$ cat config.mk
export PLATFORM = sky130hd
export DESIGN_NAME = dac_multi_setpoint_ctrl
export DESIGN_NICKNAME = d
export VERILOG_FILES = /design/src/rtl/dac_pkg.sv /design/src/rtl/dac_rr_pick.sv /design/src/rtl/dac_multi_setpoint_ctrl.sv
export SDC_FILE = /design/constraint.sdc
export NUM_CORES = 1
export LEC_CHECK = 0
export ABC_CLOCK_PERIOD_IN_PS = 7200
export BUFFER_PORTS_ARGS = -buffer_cell sky130_fd_sc_hd__buf_2
export CORE_MARGIN = 5
export CORE_UTILIZATION = 57
export DETAILED_ROUTE_END_ITERATION = 12
export PLACE_DENSITY = 0.86
export SYNTH_ARGS = -nofsm -noshare
export SYNTH_HDL_FRONTEND = slang
export SYNTH_SLANG_ARGS = --single-unit
$ cat constraint.sdc
create_clock -name CLK50MHZ -period 7.2 [get_ports CLK50MHZ]
set_input_delay 1.08 -clock CLK50MHZ [delete_from_list [all_inputs] [get_ports CLK50MHZ]]
set_output_delay 1.08 -clock CLK50MHZ [all_outputs]
set_load 0.02 [all_outputs]
$ cat src/rtl/dac_pkg.sv
// Shared definitions for the multi-channel DAC setpoint controller.
//   DAC_CMD_WRITE_UPDATE : DAC command nibble "write input register and update"
//   DAC_ADDR_ALL         : DAC broadcast address
//   dac_state_e          : transfer FSM states
//   sat_step()           : saturating up/down step on an unsigned code
package dac_pkg;

    localparam logic [3:0] DAC_CMD_WRITE_UPDATE = 4'b0011;
    localparam logic [3:0] DAC_ADDR_ALL         = 4'b1111;

    typedef enum logic [1:0] {
        IDLE = 2'd0,
        TRIG = 2'd1,
        WAIT = 2'd2
    } dac_state_e;

    // Worked in 32 bits so one function serves every code width; the
    // comparisons are arranged so sp+step / sp-step never wrap.
    function automatic logic [31:0] sat_step(input logic [31:0] sp,
                                             input logic [31:0] step,
                                             input logic [31:0] maxv,
                                             input logic        up);
        logic [31:0] r;
        if (up) r = (sp > maxv - step) ? maxv : sp + step;
        else    r = (sp < step) ? 32'd0 : sp - step;
        return r;
    endfunction

endpackage

$ cat src/rtl/dac_rr_pick.sv
// Combinational round-robin selector.
//   dirty : per-channel request bits
//   rr    : channel with highest priority this cycle
//   grant : first set dirty bit at index >= rr, wrapping past NCH-1
//   any   : at least one dirty bit is set (grant is meaningful)
module dac_rr_pick #(
    parameter  int NCH = 4,
    localparam int CHW = (NCH > 1) ? $clog2(NCH) : 1
) (
    input  logic [NCH-1:0] dirty,
    input  logic [CHW-1:0] rr,
    output logic [CHW-1:0] grant,
    output logic           any
);

    logic [CHW:0] idx;

    // Scan from the farthest offset down to offset 0 so the nearest
    // dirty channel (smallest distance from rr) is the last to assign.
    always_comb begin
        grant = '0;
        idx   = '0;
        any   = |dirty;
        for (int i = NCH - 1; i >= 0; i--) begin
            idx = {1'b0, rr} + (CHW+1)'(i);
            if (idx >= (CHW+1)'(NCH)) idx = idx - (CHW+1)'(NCH);
            if (dirty[idx[CHW-1:0]]) grant = idx[CHW-1:0];
        end
    end

endmodule

$ cat src/rtl/dac_multi_setpoint_ctrl.sv
// Multi-channel DAC setpoint controller.
// Keeps a saturating setpoint per channel, stepped by less/more on the
// channel chosen by ch_sel. Changed channels are flagged dirty and pushed to
// the SPI DAC driver one at a time, round-robin, over dactrig/dacdone.
//   CLK50MHZ, RST        : clock, async active-low reset
//   less, more, ch_sel   : step request (one step per cycle while held)
//   data, address,
//   command, dactrig     : transfer to the driver (dactrig = 1-cycle start)
//   dacdone,
//   dac_datareceived     : driver completion pulse and readback word
//   rx_byte_sel, rx_byte : byte view of the last captured readback
//   busy, timeout_err    : transfer in flight / sticky handshake timeout
module dac_multi_setpoint_ctrl
    import dac_pkg::*;
#(
    parameter  int         DATA_W  = 12,
    parameter  int         NCH     = 4,
    parameter  int         STEP    = 32,
    parameter  logic [3:0] CMD_WU  = DAC_CMD_WRITE_UPDATE,
    parameter  int         TIMEOUT = 4096,
    localparam int         CHW     = (NCH > 1) ? $clog2(NCH) : 1
) (
    input  logic              CLK50MHZ,
    input  logic              RST,
    input  logic              less,
    input  logic              more,
    input  logic [CHW-1:0]    ch_sel,
    output logic [DATA_W-1:0] data,
    output logic [3:0]        address,
    output logic [3:0]        command,
    output logic              dactrig,
    input  logic              dacdone,
    input  logic [31:0]       dac_datareceived,
    input  logic [1:0]        rx_byte_sel,
    output logic [7:0]        rx_byte,
    output logic              busy,
    output logic              timeout_err
);

    localparam int          TW   = $clog2(TIMEOUT + 1);
    localparam logic [31:0] MAXV = 32'((64'd1 << DATA_W) - 64'd1);

    dac_state_e                  state;
    logic [NCH-1:0][DATA_W-1:0]  sp;
    logic [NCH-1:0]              dirty, dirty_nxt;
    logic [CHW-1:0]              rr, cur_ch, grant;
    logic                        any_dirty;
    logic [TW-1:0]               tmo_cnt;
    logic [31:0]                 rx_word;
    logic                        req_vld, req_chg, tmo_hit;
    logic [31:0]                 step_res;
    logic [DATA_W-1:0]           sp_new;
    logic                        unused_step_hi;

    assign command = CMD_WU;
    assign busy    = (state != IDLE);
    assign rx_byte = rx_word[rx_byte_sel*8 +: 8];

    // less+more together is a no-op; out-of-range channels are dropped.
    assign req_vld  = (less ^ more) && (32'(ch_sel) < 32'(NCH));
    assign step_res = sat_step(32'(sp[ch_sel]), 32'(STEP), MAXV, more);
    assign sp_new   = step_res[DATA_W-1:0];
    assign unused_step_hi = ^step_res[31:DATA_W];
    // A step pinned at a bound leaves the value alone and must not retrigger.
    assign req_chg  = req_vld && (sp_new != sp[ch_sel]);
    assign tmo_hit  = (state == WAIT) && !dacdone &&
                      (tmo_cnt == TW'(TIMEOUT - 1));

    dac_rr_pick #(.NCH(NCH)) u_pick (
        .dirty (dirty),
        .rr    (rr),
        .grant (grant),
        .any   (any_dirty)
    );

    // Set after clear: a step landing on the channel being picked keeps it
    // dirty so the newer value goes out on a later transfer.
    always_comb begin
        dirty_nxt = dirty;
        if (state == IDLE && any_dirty) dirty_nxt[grant]  = 1'b0;
        if (tmo_hit)                    dirty_nxt[cur_ch] = 1'b1;
        if (req_chg)                    dirty_nxt[ch_sel] = 1'b1;
    end

    always_ff @(posedge CLK50MHZ or negedge RST) begin
        if (!RST) begin
            state       <= IDLE;
            sp          <= '0;
            dirty       <= '0;
            rr          <= '0;
            cur_ch      <= '0;
            data        <= '0;
            address     <= '0;
            dactrig     <= 1'b0;
            tmo_cnt     <= '0;
            rx_word     <= '0;
            timeout_err <= 1'b0;
        end else begin
            dirty   <= dirty_nxt;
            dactrig <= 1'b0;
            if (req_chg) sp[ch_sel] <= sp_new;
            case (state)
                IDLE: if (any_dirty) begin
                    cur_ch  <= grant;
                    data    <= sp[grant];
                    address <= 4'(grant);
                    dactrig <= 1'b1;
                    state   <= TRIG;
                end
                TRIG: begin
                    tmo_cnt <= '0;
                    state   <= WAIT;
                end
                WAIT: begin
                    if (dacdone) begin
                        rx_word <= dac_datareceived;
                        rr      <= (cur_ch == CHW'(NCH - 1)) ? '0 : cur_ch + CHW'(1);
                        state   <= IDLE;
                    end else if (tmo_hit) begin
                        timeout_err <= 1'b1;
                        state       <= IDLE;
                    end else begin
                        tmo_cnt <= tmo_cnt + TW'(1);
                    end
                end
                default: state <= IDLE;
            endcase
        end
    end

endmodule

== Yosys cells after proc, flatten, opt, wreduce, memory -nomap -nowiden ==
Cells that the tools add are included.
Word-level totals
  bits in registers: 117
  output and inout port bits: 31
  logic and storage cells: 118
Operators by class
  muxes and demuxes: 45
  equality and inequality tests: 9
  bitwise logic cells: 6
  magnitude comparators: 16
  add/sub/neg operators: 11
  reduce and logical (&&, ||, !) cells: 17
  shift-type cells: 1
Operators with widths (count)
  12-bit 2-to-1 mux: 6
  12-bit binary-select mux with 2-bit select: 2
  48-bit bitwise mux: 1
  32-bit by 6-bit variable part select with 8-bit output: 1
  13-bit 2-to-1 mux: 2
  13-bit one-hot mux with 2 select lines: 1
  12-bit demux with 2-bit select: 1
  2-bit 2-to-1 mux: 12
  2-bit by 3-bit < comparator with 1-bit output, second input constant: 7
  13-bit by 1-bit adder with 13-bit output, second input constant: 1
  13-bit by 12-bit == test with 1-bit output, second input constant: 1
  12-bit by 6-bit adder with 12-bit output, second input constant: 1
  12-bit greater-than comparator, second input constant: 1
  12-bit by 6-bit < comparator with 1-bit output, second input constant: 1
  4-bit 2-to-1 mux: 3
  12-bit inequality test: 1
  12-bit by 6-bit subtractor with 12-bit output, second input constant: 1
  3-bit >= comparator, second input constant: 3
  1-bit 2-to-1 mux: 9
  1-bit binary-select mux with 2-bit select: 4
  4-bit bitwise OR: 2
  2-bit by 1-bit subtractor with 2-bit output, second input constant: 4
  1-bit logical AND: 7
  2-bit by 2-bit adder with 3-bit output, second input constant: 2
  other kinds (20): 31

== Logic depth before layout (Yosys ltp) ==
Gate-level depths: netlist (run 1).
  depth after elaboration: 20
  depth in mapped cells: 9
  depth with buffers taken out: 8

== Modules after synthesis ==
Synthesis (run 1) repeated with hierarchy kept, for this count alone.
Second synthesis, totals
  cells, all modules: 467
  area, all modules: 6228.5 um^2
By module, submodules not included
  dac_multi_setpoint_ctrl: area an instance 6150.9 um^2, instances 1, cells an instance 454
  dac_rr_pick: area an instance 77.6 um^2, instances 1, cells an instance 13

== Least setup slack after synthesis (run 1) ==
Ideal clock, no wire load.
  path type: input -> register
  start: input ch_sel[0]
  end: register sp[11] (netlist bit)
  data arrival time: 3.280 ns
  stages on the path: 9
  setup slack: 3.795 ns
  cells stage by stage: buf_6 buf_2 mux4_2 and3_1 nor4_1 a211o_1 and3_1 buf_2 mux2_4
Between the ends
  word-level cells in the longest chain between the ends: 7
Ends and longest elaborated chain
  from (decl): line dac_multi_setpoint_ctrl.sv:27  | input logic [CHW-1:0] ch_sel,
  12-bit binary-select mux with 2-bit select: line dac_multi_setpoint_ctrl.sv:61, dac_multi_setpoint_ctrl.sv:65
  12-bit 2-to-1 mux (implied by the code): line dac_multi_setpoint_ctrl.sv:61, dac_multi_setpoint_ctrl.sv:65
  12-bit by 6-bit subtractor with 12-bit output (tied with other cells): line dac_pkg.sv:25  | else r = (sp < step) ? 32'd0 : sp - step;
  12-bit 2-to-1 mux, on equally long branches: line dac_pkg.sv:25, dac_pkg.sv:24
  12-bit 2-to-1 mux: line dac_pkg.sv:24  | if (up) r = (sp > maxv - step) ? maxv : sp + step;
  12-bit inequality test: line dac_multi_setpoint_ctrl.sv:65  | assign req_chg = req_vld && (sp_new != sp[ch_sel]);
  1-bit logical AND: line dac_multi_setpoint_ctrl.sv:65
  to (signal, indexed assignment): line dac_multi_setpoint_ctrl.sv:101  | if (req_chg) sp[ch_sel] <= sp_new;
  to (decl): line dac_multi_setpoint_ctrl.sv:44  | logic [NCH-1:0][DATA_W-1:0] sp;
Parallel ways exist; a longest one is shown, timed or not. The select of a mux whose other input is x is not followed.
A chain may end at the register's enable or synchronous reset.

== Worst setup path in the final report (run 1) ==
  start: input ch_sel[0]
  end: register sp[35] (netlist bit)
The elaborated chain is that of the path after synthesis.

==> metrics.yaml, run 1 <==
finalWorstSetupSlack_ns: 3.28
synth_top_family_by_area: "multiplexers"
pin_count: 72
netlist_top_cells_area: "dfrtp_1 (48%), mux2_2 (8.9%), mux4_2 (6.7%)"
dr.pass1.iters: 6
min_period_over_period_pct: 54.5
synthCells: 513
synth_xor_area_share_pct: 2.16
rsz0062_at_grt: "false"
dp_slack_ns: 2.81
die-width_um: 113
synth-simple-area-share_pct: 10.7
arrival_ns: 4.33
drt_iter0_markers: 459
antenna_left: 0
numCtsBuffers: 17
peakVddDrop_v: 0.000270
cts_resized: 0
synth_top_flop_cell: "dfrtp_1"
yosysWarnings: 0
max_cap_violations: 0
critPathRequiredTime_ns: 7.61
drive_above_1_share_pct: 31.2
post_drt_wl_per_cell_um: 21.0
via_per_inst: 6.20
grt_use_total_pct: 25.2
synth_edf_count: 0
drc: 0
io_buffers: 65
core_um2: 10400
synth-compound-area-share_pct: 12.2
skew_ns: 0.00718
clkSinkCount: 117
synth_mux_area_share_pct: 21.1
cp-endpoint: "sp[35]"
clk_path_buf_depth: 2
core.rowCount: 37
clock_power_share_pct: 26.9
antennaDiodeCount: 0
setup_tns_ns: 0
seq_power_share_pct: 35.4
hold_buffers: 0
synth_area_um2: 6080
yosysTopAreaCellShare_pct: 48.1
areaGrowthSynthToFinish_pct: 15.7
power_leakage_nw: 3.17
hold_violations: 0
grt_max_degree: 63
grt_pass1_vias: 4954
routabilityCongestion: 0.861
yosysSeqAreaShare_pct: 48.1
cellPowerDensity_nw_per_um2: 428
critPathMaxFanout: 21
cp-start-kind: "input port"
clk_transition_reported_paths_ns: 0.06
max_freq_ghz: 0.255
wl_um: 15100
insertion_delay_ns: 0.52
ys_ff_latch: 117
cts_tree: "yes"
rrSetupSlack_ns: 4.00
synth.avg_cell_area_um2: 11.9
outcome: "complete, no violations"
report.final.setup_viol: 0
end_kind: "flip-flop"
place_hpwl_um: 9730
antenna_found_initial: 0
ff2ff_path_depth: 6
layout_min_cycle_time_ns: 3.92
vias: 4460
h-tree-depth: 4
critPathKind: "input port to flip-flop"
slew_violations: 0
synth-adder-area-share_pct: 1.44
root_buffer: "clkbuf_8"
slew_headroom_pct: 17.3
p_switching_w: 0.00109
final_nets: 618
synthTopCellsByCount: "dfrtp_1 (117), mux2_2 (48), nand2_1 (34)"
grt_overflow: 0
internal_power_w: 0.00192
synth_most_common_cell: "dfrtp_1"
r2r-end: "sp[35]"
reg2reg_from: "sp[20]"
synth_top_area_cell: "dfrtp_1"
cts_setup_buffers: 0
worst_pin_slew_ns: 1.24
critPathLaunch: "ch_sel[0]"
grt_pass1_wl_um: 25500
async_flop_share_pct: 100
die-area_um2: 12800
combPwrFrac_pct: 37.7
switching_share_pct: 36.2
ys_types: 56
dieHeight_um: 113
initial_utilization_pct: 58.7
hold_class: "flip-flop to flip-flop"
-- critical path, stage by stage --
cell and delay [ns]:
buf_2 0.44, mux4_1 0.86, nor4_4 0.41, and4bb_2 0.30, a211o_1 0.24, nand3_1 0.52, mux2_2 0.46
-- state kept, by name, summed over array words and instances, names as in the netlist --
signal and count:
sp 48, cur_ch 2, dirty 4, dactrig 1, tmo_cnt 13, rr 2
timeout_err 1, state 2, rx_word 32, data 12
-- placed cells by master, fill, tap and decap left out, types with 4 or more instances in the layout --
| cell | instances |
|---|---|
| nor2b_1 | 4 |
| mux4_2 | 18 |
| mux2_2 | 48 |
| buf_4 | 4 |
| ha_1 | 7 |
| clkbuf_16 | 16 |
| buf_2 | 64 |
| xor2_1 | 12 |
| a2bb2oi_1 | 7 |
| or2_2 | 7 |
| o31ai_1 | 4 |
| o22a_1 | 6 |
| nor2_1 | 27 |
| conb_1 | 6 |
| nand2_1 | 34 |
| nand2b_1 | 8 |
| and3_1 | 4 |
| o21ai_0 | 22 |
| a21oi_1 | 8 |
| clkinv_2 | 7 |
| inv_1 | 19 |
| mux2i_1 | 27 |
| o2bb2ai_1 | 28 |
| dfrtp_1 | 117 |
| nand4_1 | 6 |
| nand3_1 | 12 |
| clkbuf_8 | 5 |
| nor3_1 | 5 |
-- metal layers --
metal,up-vias,global-route usage [%],routed length [um]
met1,2250,31.4,6150
li1,2011,-,-
met2,163,43.1,7930
met4,0,10.8,355
met5,-,0,0
met3,36,4.76,697
-- cell families (layout without fill, tap and decap cells) --
kind of cell,after synthesis,in the layout
multiplexers,96,96
AO/OA/AOI/OAI,101,101
adder cells (fa/ha/maj),7,7
other,2,6
XOR/XNOR,15,15
AND/OR/NAND/NOR,122,122
flip-flops,117,117
buffers and inverters,53,119
-- stage by stage --
stage               cell area [um2]  hold WS [ns]  total power [W]  util (%)  std cells
finish                         7040         0.467          0.00301      67.9        719
global route                   7040         0.481          0.00316      67.9        719
CTS                            7040         0.466          0.00301      67.9        719
detailed placement             6460         0.454          0.00216      62.3        687
global placement               6460         0.448          0.00210      62.3        687
floorplan                      6100         0.469          0.00186         -        517
-- worst min path at each step --
stage | start | to | slack (ns) | cells past startpoint
finish | timeout_err | timeout_err | 0.47 | 1
global route | timeout_err | timeout_err | 0.48 | 1
CTS | timeout_err | timeout_err | 0.47 | 1
detailed placement | timeout_err | timeout_err | 0.45 | 1
global placement | timeout_err | timeout_err | 0.45 | 1
floorplan | sp[24] | sp[24] | 0.47 | 1
-- area by class of cell --
type	instances	area [um2]
fill	717	3330
timing repair buffer	68	350
clock buffer	22	473
inverter	19	71.3
tap	136	170
sequential	117	2930
clock inverter	10	103
multi-input combinational	347	2940
-- power groups by stage --
stage / Clock [W] / Sequential, W / Combinational [W]
4_1_cts: 0.000812 / 0.00106 / 0.00114
2_1_floorplan: 0 / 0.00103 / 0.000830
3_3_place_gp: 0 / 0.00103 / 0.00107
6_report: 0.000809 / 0.00106 / 0.00114
5_1_grt: 0.000846 / 0.00109 / 0.00123
3_5_place_dp: 0 / 0.00105 / 0.00111
Power figures use the tool's default switching activity.
==> inputs of run 2 (changes only) <==
--- a/config.mk
+++ b/config.mk
@@ -5,7 +5,8 @@
 export SDC_FILE = /design/constraint.sdc
 export NUM_CORES = 1
 export LEC_CHECK = 0
-export ABC_CLOCK_PERIOD_IN_PS = 7200
+export ABC_AREA = 1
+export ABC_CLOCK_PERIOD_IN_PS = 4100
 export BUFFER_PORTS_ARGS = -buffer_cell sky130_fd_sc_hd__buf_2
 export CORE_MARGIN = 5
 export CORE_UTILIZATION = 57
==> constraint.sdc (replaced) <==
create_clock -name CLK50MHZ -period 4.1 [get_ports CLK50MHZ]
set_input_delay 0.615 -clock CLK50MHZ [delete_from_list [all_inputs] [get_ports CLK50MHZ]]
set_output_delay 0.615 -clock CLK50MHZ [all_outputs]
set_load 0.02 [all_outputs]
==> run 2 against run 1 <==
Combinational power grew to 2.8 times the previous value. Worst setup slack worse by 2.4 ns. Area after synthesis is 13% higher. Critical path depth is 10 higher. Routed wire length is 22% higher. Register-to-register slack worse by 2.8 ns. Synthesized cell count is 78% higher. Clock skew is 0.00086 ns lower. Non-clock buffer count is 13 higher. Flip-flop and latch count stayed put. Largest cell class unchanged.
==> metrics.yaml, run 2 <==
vias: 6628
final_common_cell: "nand2_1"
internal_power_w: 0.00377
peakVddDrop_v: 0.000553
die-area_um2: 14400
cellPowerDensity_nw_per_um2: 849
place_hpwl_um: 12500
synthTopCellsByCount: "nand2_1 (304), dfrtp_1 (117), inv_1 (81)"
core.rowCount: 40
pin_count: 72
skew_ns: 0.00632
setup_tns_ns: 0
ys_types: 40
clkSinkCount: 117
largestRegisters: "sp (48), rx_word (32), tmo_cnt (13)"
antennaDiodeCount: 0
insertion_delay_ns: 0.41
min_period_over_period_pct: 77.6
root_buffer: "clkbuf_16"
grt_use_total_pct: 26.0
cts_tree: "yes"
synth_edf_count: 0
synth_top_flop_cell: "dfrtp_1"
synthCells: 914
synth_most_common_cell: "nand2_1"
hold_class: "input port to asynchronous set/reset pin"
power_leakage_nw: 4.15
power_w: 0.00674
max_cap_violations: 0
ys_ff_latch: 117
clock_power_share_pct: 24.2
clk_path_buf_depth: 2
layout_min_cycle_time_ns: 3.18
post_drt_wl_per_cell_um: 16.4
seq_power_share_pct: 28.5
outcome: "complete, no violations"
final_nets: 1017
switching_share_pct: 44.0
grt_pass1_vias: 6351
cts_resized: 0
fillCellCount: 894
routabilityCongestion: 0.951
critPathMaxFanout: 22
cp-start-kind: "input port"
yosysTopAreaCellShare_pct: 42.5
h-tree-depth: 4
async_flop_share_pct: 100
clk_transition_reported_paths_ns: 0.05
grt_overflow: 0
hold_violations: 0
synth.avg_cell_area_um2: 7.54
numCtsBuffers: 17
yosysSeqAreaShare_pct: 42.5
critPathKind: "input port to flip-flop"
end_kind: "flip-flop"
rsz0062_at_grt: "false"
drive_above_1_share_pct: 18.1
core_um2: 11900
io_buffers: 65
critPathRequiredTime_ns: 4.38
drt_iter0_markers: 866
largest_reg_flops: 48
areaGrowthSynthToFinish_pct: 15.2
top_register: "sp"
final_cell_mix: "nand2_1 (304), dfrtp_1 (117), inv_1 (81)"
grt_max_degree: 68
slew_headroom_pct: 51.3
slew_violations: 0
grt_pass1_wl_um: 30400
dieHeight_um: 120
cts_setup_buffers: 0
hold_buffers: 0
combPwrFrac_pct: 47.4
die-width_um: 120
dr.pass1.iters: 6
synth_top_area_cell: "dfrtp_1"
drc: 0
antenna_found_initial: 0
antenna_left: 0
via_per_inst: 5.88
wl_um: 18500
initial_utilization_pct: 57.9
worst_pin_slew_ns: 0.723
report.final.setup_viol: 0
p_switching_w: 0.00297
yosysWarnings: 0
netlist_top_cells_area: "dfrtp_1 (42%), nand2_1 (17%), mux2_2 (5.2%)"
max_freq_ghz: 0.314
synth_area_um2: 6900
arrival_ns: 3.46
## run 2: through the flow
stage / cell area, um2 / instances / setup slack [ns] / hold WS (ns) / utilization (%)
2_1_floorplan: 6910 / 918 / 1.44 / 0.319 / -
3_3_place_gp: 7290 / 1097 / 0.681 / 0.452 / 61.2
3_5_place_dp: 7290 / 1097 / 0.605 / 0.458 / 61.2
4_1_cts: 7940 / 1127 / 1.01 / 0.255 / 66.7
5_1_grt: 7940 / 1127 / 0.708 / 0.285 / 66.7
6_report: 7940 / 1127 / 0.919 / 0.233 / 66.7
## run 2: power by group through the flow
| stage | Combinational [W] | Sequential [W] | Clock, W |
|---|---|---|---|
| floorplan | 0.00228 | 0.00189 | 0 |
| global placement | 0.00301 | 0.00190 | 0 |
| detailed placement | 0.00308 | 0.00192 | 0 |
| CTS | 0.00315 | 0.00191 | 0.00163 |
| global route | 0.00355 | 0.00197 | 0.00169 |
| finish | 0.00319 | 0.00192 | 0.00163 |
## run 2: cell type report
cell class	instances	area, um2	share of cell area, %
clock inverter	7	143	1.80
clock buffer	23	508	6.40
timing repair buffer	81	460	5.80
multi-input combinational	663	3380	42.6
inverter	89	334	4.21
tap	147	184	2.32
sequential	117	2930	36.9
## run 2: kinds of logic (layout without fill, tap and decap cells)
| family | after synthesis | in the layout | synth area share, % |
|---|---|---|---|
| simple gates | 520 | 520 | 33.9 |
| buf+inv | 138 | 200 | 8.96 |
| flops | 117 | 117 | 42.5 |
| compound gates | 92 | 92 | 7.35 |
| mux | 32 | 32 | 5.23 |
| fa+ha+maj | 7 | 7 | 1.27 |
| xor+xnor | 6 | 6 | 0.762 |
| other cells | 2 | 6 | 0.109 |
## run 2: final timing paths
check                                          start           to  slack (ns)  cells past startpoint
worst max-delay path                       ch_sel[0]     dirty[0]        0.92                     17
worst min-delay path                             RST  tmo_cnt[10]        0.23                      1
worst max register to register                 rr[0]     data[11]        1.16                     11
worst min register to register           timeout_err  timeout_err        0.47                      1
max in group asynchronous                        RST     data[11]        3.08                      2
min in group CLK50MHZ           dac_datareceived[20]  rx_word[20]        0.43                      2
## run 2: layer usage
layer	GRT usage (%)	part of all wire (%)	routed length, um
met4	10.1	3.2	599
met1	33.2	40	7470
met2	43.2	48	8880
met5	0	0	0
met3	5.80	8.4	1560
## run 2: worst max-delay path, cell delays in order
cell	delay, ns
buf_2	0.33
inv_2	0.23
nand2_1	0.10
nand2_1	0.05
nand2_1	0.08
clkinv_1	0.08
nor2_2	0.23
ha_1	0.26
inv_1	0.05
nor2_1	0.22
nand3_1	0.12
nand4_1	0.12
nand2_2	0.09
a21oi_1	0.17
nand2_2	0.23
nand3_2	0.35
nand2_1	0.13
==> inputs of run 3 (changes only) <==
--- a/config.mk
+++ b/config.mk
@@ -5,8 +5,8 @@
 export SDC_FILE = /design/constraint.sdc
 export NUM_CORES = 1
 export LEC_CHECK = 0
-export ABC_AREA = 1
-export ABC_CLOCK_PERIOD_IN_PS = 4100
+export ABC_AREA = 0
+export ABC_CLOCK_PERIOD_IN_PS = 3200
 export BUFFER_PORTS_ARGS = -buffer_cell sky130_fd_sc_hd__buf_2
 export CORE_MARGIN = 5
 export CORE_UTILIZATION = 57
==> constraint.sdc (replaced) <==
create_clock -name CLK50MHZ -period 3.2 [get_ports CLK50MHZ]
set_input_delay 0.48 -clock CLK50MHZ [delete_from_list [all_inputs] [get_ports CLK50MHZ]]
set_output_delay 0.48 -clock CLK50MHZ [all_outputs]
set_load 0.02 [all_outputs]
==> run 3 against run 2 <==
Combinational power fell by 16%. Cell area fell by 9.0%. Die area fell by 11%. Total power rose by 0.60%. Count of clock-buffer cells in the layout rose by 4. Non-clock buffer count rose by 14. Cell count fell by 34%. Utilization rose by 3.0 points.
==> metrics.yaml, run 3 (synthesis gave the netlist of run 1 again) <==
final_util_pct: 69.7
place_hpwl_um: 10500
ff2ff_path_depth: 7
critPathKind: "input port to flip-flop"
critPathRequiredTime_ns: 3.60
top_register: "sp"
h-tree-depth: 4
core_um2: 10400
drt_iter0_markers: 354
clk_path_buf_depth: 2
end_kind: "flip-flop"
setup_tns_ns: 0
drc: 0
die-area_um2: 12800
hold_class: "input port to asynchronous set/reset pin"
post_drt_wl_per_cell_um: 20.7
cp-start-kind: "input port"
largest_reg_flops: 48
antenna_found_initial: 0
hold_violations: 0
whs_ns: 0.0198
layout_min_cycle_time_ns: 2.64
rrSetupSlack_ns: 0.68
final_cell_mix: "dfrtp_1 (117), buf_2 (64), mux2_2 (48)"
largestRegisters: "sp (48), rx_word (32), tmo_cnt (13)"
cts_setup_buffers: 0
critPathLaunch: "ch_sel[0]"
power_w: 0.00678
peakVddDrop_v: 0.000652
via_per_inst: 6.21
final_common_cell: "dfrtp_1"
antenna_left: 0
cts_resized: 0
drive_above_1_share_pct: 33.3
rsz0062_at_grt: "false"
root_buffer: "clkbuf_8"
io_buffers: 65
core.rowCount: 37
dp_cells: 714
grt_pass1_vias: 5073
cts_tree: "yes"
grt_overflow: 0
dieHeight_um: 113
fillCellCount: 673
skew_ns: 0.00626
numCtsBuffers: 17
r2r-end: "sp[46]"
pin_count: 72
report.final.setup_viol: 0
areaGrowthSynthToFinish_pct: 18.8
final_nets: 645
power_leakage_nw: 3.29
initial_utilization_pct: 58.7
antennaDiodeCount: 0
grt_use_total_pct: 25.6
min_period_over_period_pct: 82.4
routabilityCongestion: 0.879
arrival_ns: 3.03
vias: 4630
critPathMaxFanout: 16
die-width_um: 113
cp-endpoint: "sp[11]"
wl_um: 15400
dr.pass1.iters: 5
instances_no_fill: 745
worst_pin_slew_ns: 1.07
insertion_delay_ns: 0.52
reg2reg_from: "sp[6]"
cellPowerDensity_nw_per_um2: 938
slew_headroom_pct: 27.8
max_freq_ghz: 0.379
clk_transition_reported_paths_ns: 0.05
hold_buffers: 0
max_cap_violations: 0
clkSinkCount: 117
slew_violations: 0
outcome: "complete, no violations"
grt_max_degree: 61
grt_pass1_wl_um: 25700
==> run 3: cell count changes in the layout (fill, tap and decap cells not counted), sizes merged, moves of 20 or more <==
cell | previous run | this run
nand3 | 64 | 13
o21ai | 56 | 22
nand4 | 56 | 7
mux4 | 0 | 20
nand2 | 309 | 34
inv | 87 | 19
o2bb2ai | 0 | 28
nor2 | 73 | 27
mux2i | 0 | 27
==> run 3: cell type report <==
type	instances	area (um2)	share of cell area [%]
multi-input combinational	347	2940	40.7
sequential	117	2930	40.5
timing repair buffer	95	578	8.00
clock buffer	27	492	6.81
tap	136	170	2.35
inverter	19	71.3	0.987
clock inverter	4	45.0	0.623
==> run 3: worst max-delay path, stage by stage <==
cell	delay, ns
buf_2	0.39
buf_4	0.23
mux4_2	0.52
nor3_1	0.19
buf_4	0.15
and4bb_2	0.24
a211o_1	0.20
and3_1	0.29
mux2_4	0.32
==> run 3: metal layers <==
| layer | share of wire [%] | wire length [um] | GRT usage, % | vias to the layer above |
|---|---|---|---|---|
| met2 | 52 | 7970 | 43.4 | 184 |
| met3 | 5.5 | 849 | 5.88 | 55 |
| li1 | - | - | - | 2053 |
| met4 | 3.5 | 535 | 12.0 | 0 |
| met5 | 0 | 0 | 0 | - |
| met1 | 39 | 6080 | 31.1 | 2338 |
==> run 3: power breakdown <==
part | switching [W] | internal [W]
registers | 0.000396 | 0.00199
logic | 0.00144 | 0.00124
clock network | 0.000612 | 0.00110
==> run 3: per-stage QoR <==
stage | instance area [um2] | setup slack, ns
2_1_floorplan | 6100 | 0.395
3_3_place_gp | 6690 | 0.103
3_5_place_dp | 6690 | 0.0665
4_1_cts | 7230 | 0.595
5_1_grt | 7230 | 0.445
6_report | 7230 | 0.564
==> run 3: how the worst min path moves through the flow <==
stage | cells after the start | slack [ns] | start | endpoint
2_1_floorplan | 0 | 0.18 | RST | cur_ch[0]
3_3_place_gp | 1 | 0.45 | timeout_err | timeout_err
3_5_place_dp | 1 | 0.45 | timeout_err | timeout_err
4_1_cts | 1 | 0.04 | RST | rx_word[1]
5_1_grt | 1 | 0.06 | RST | rx_word[9]
6_report | 1 | 0.02 | RST | rx_word[1]
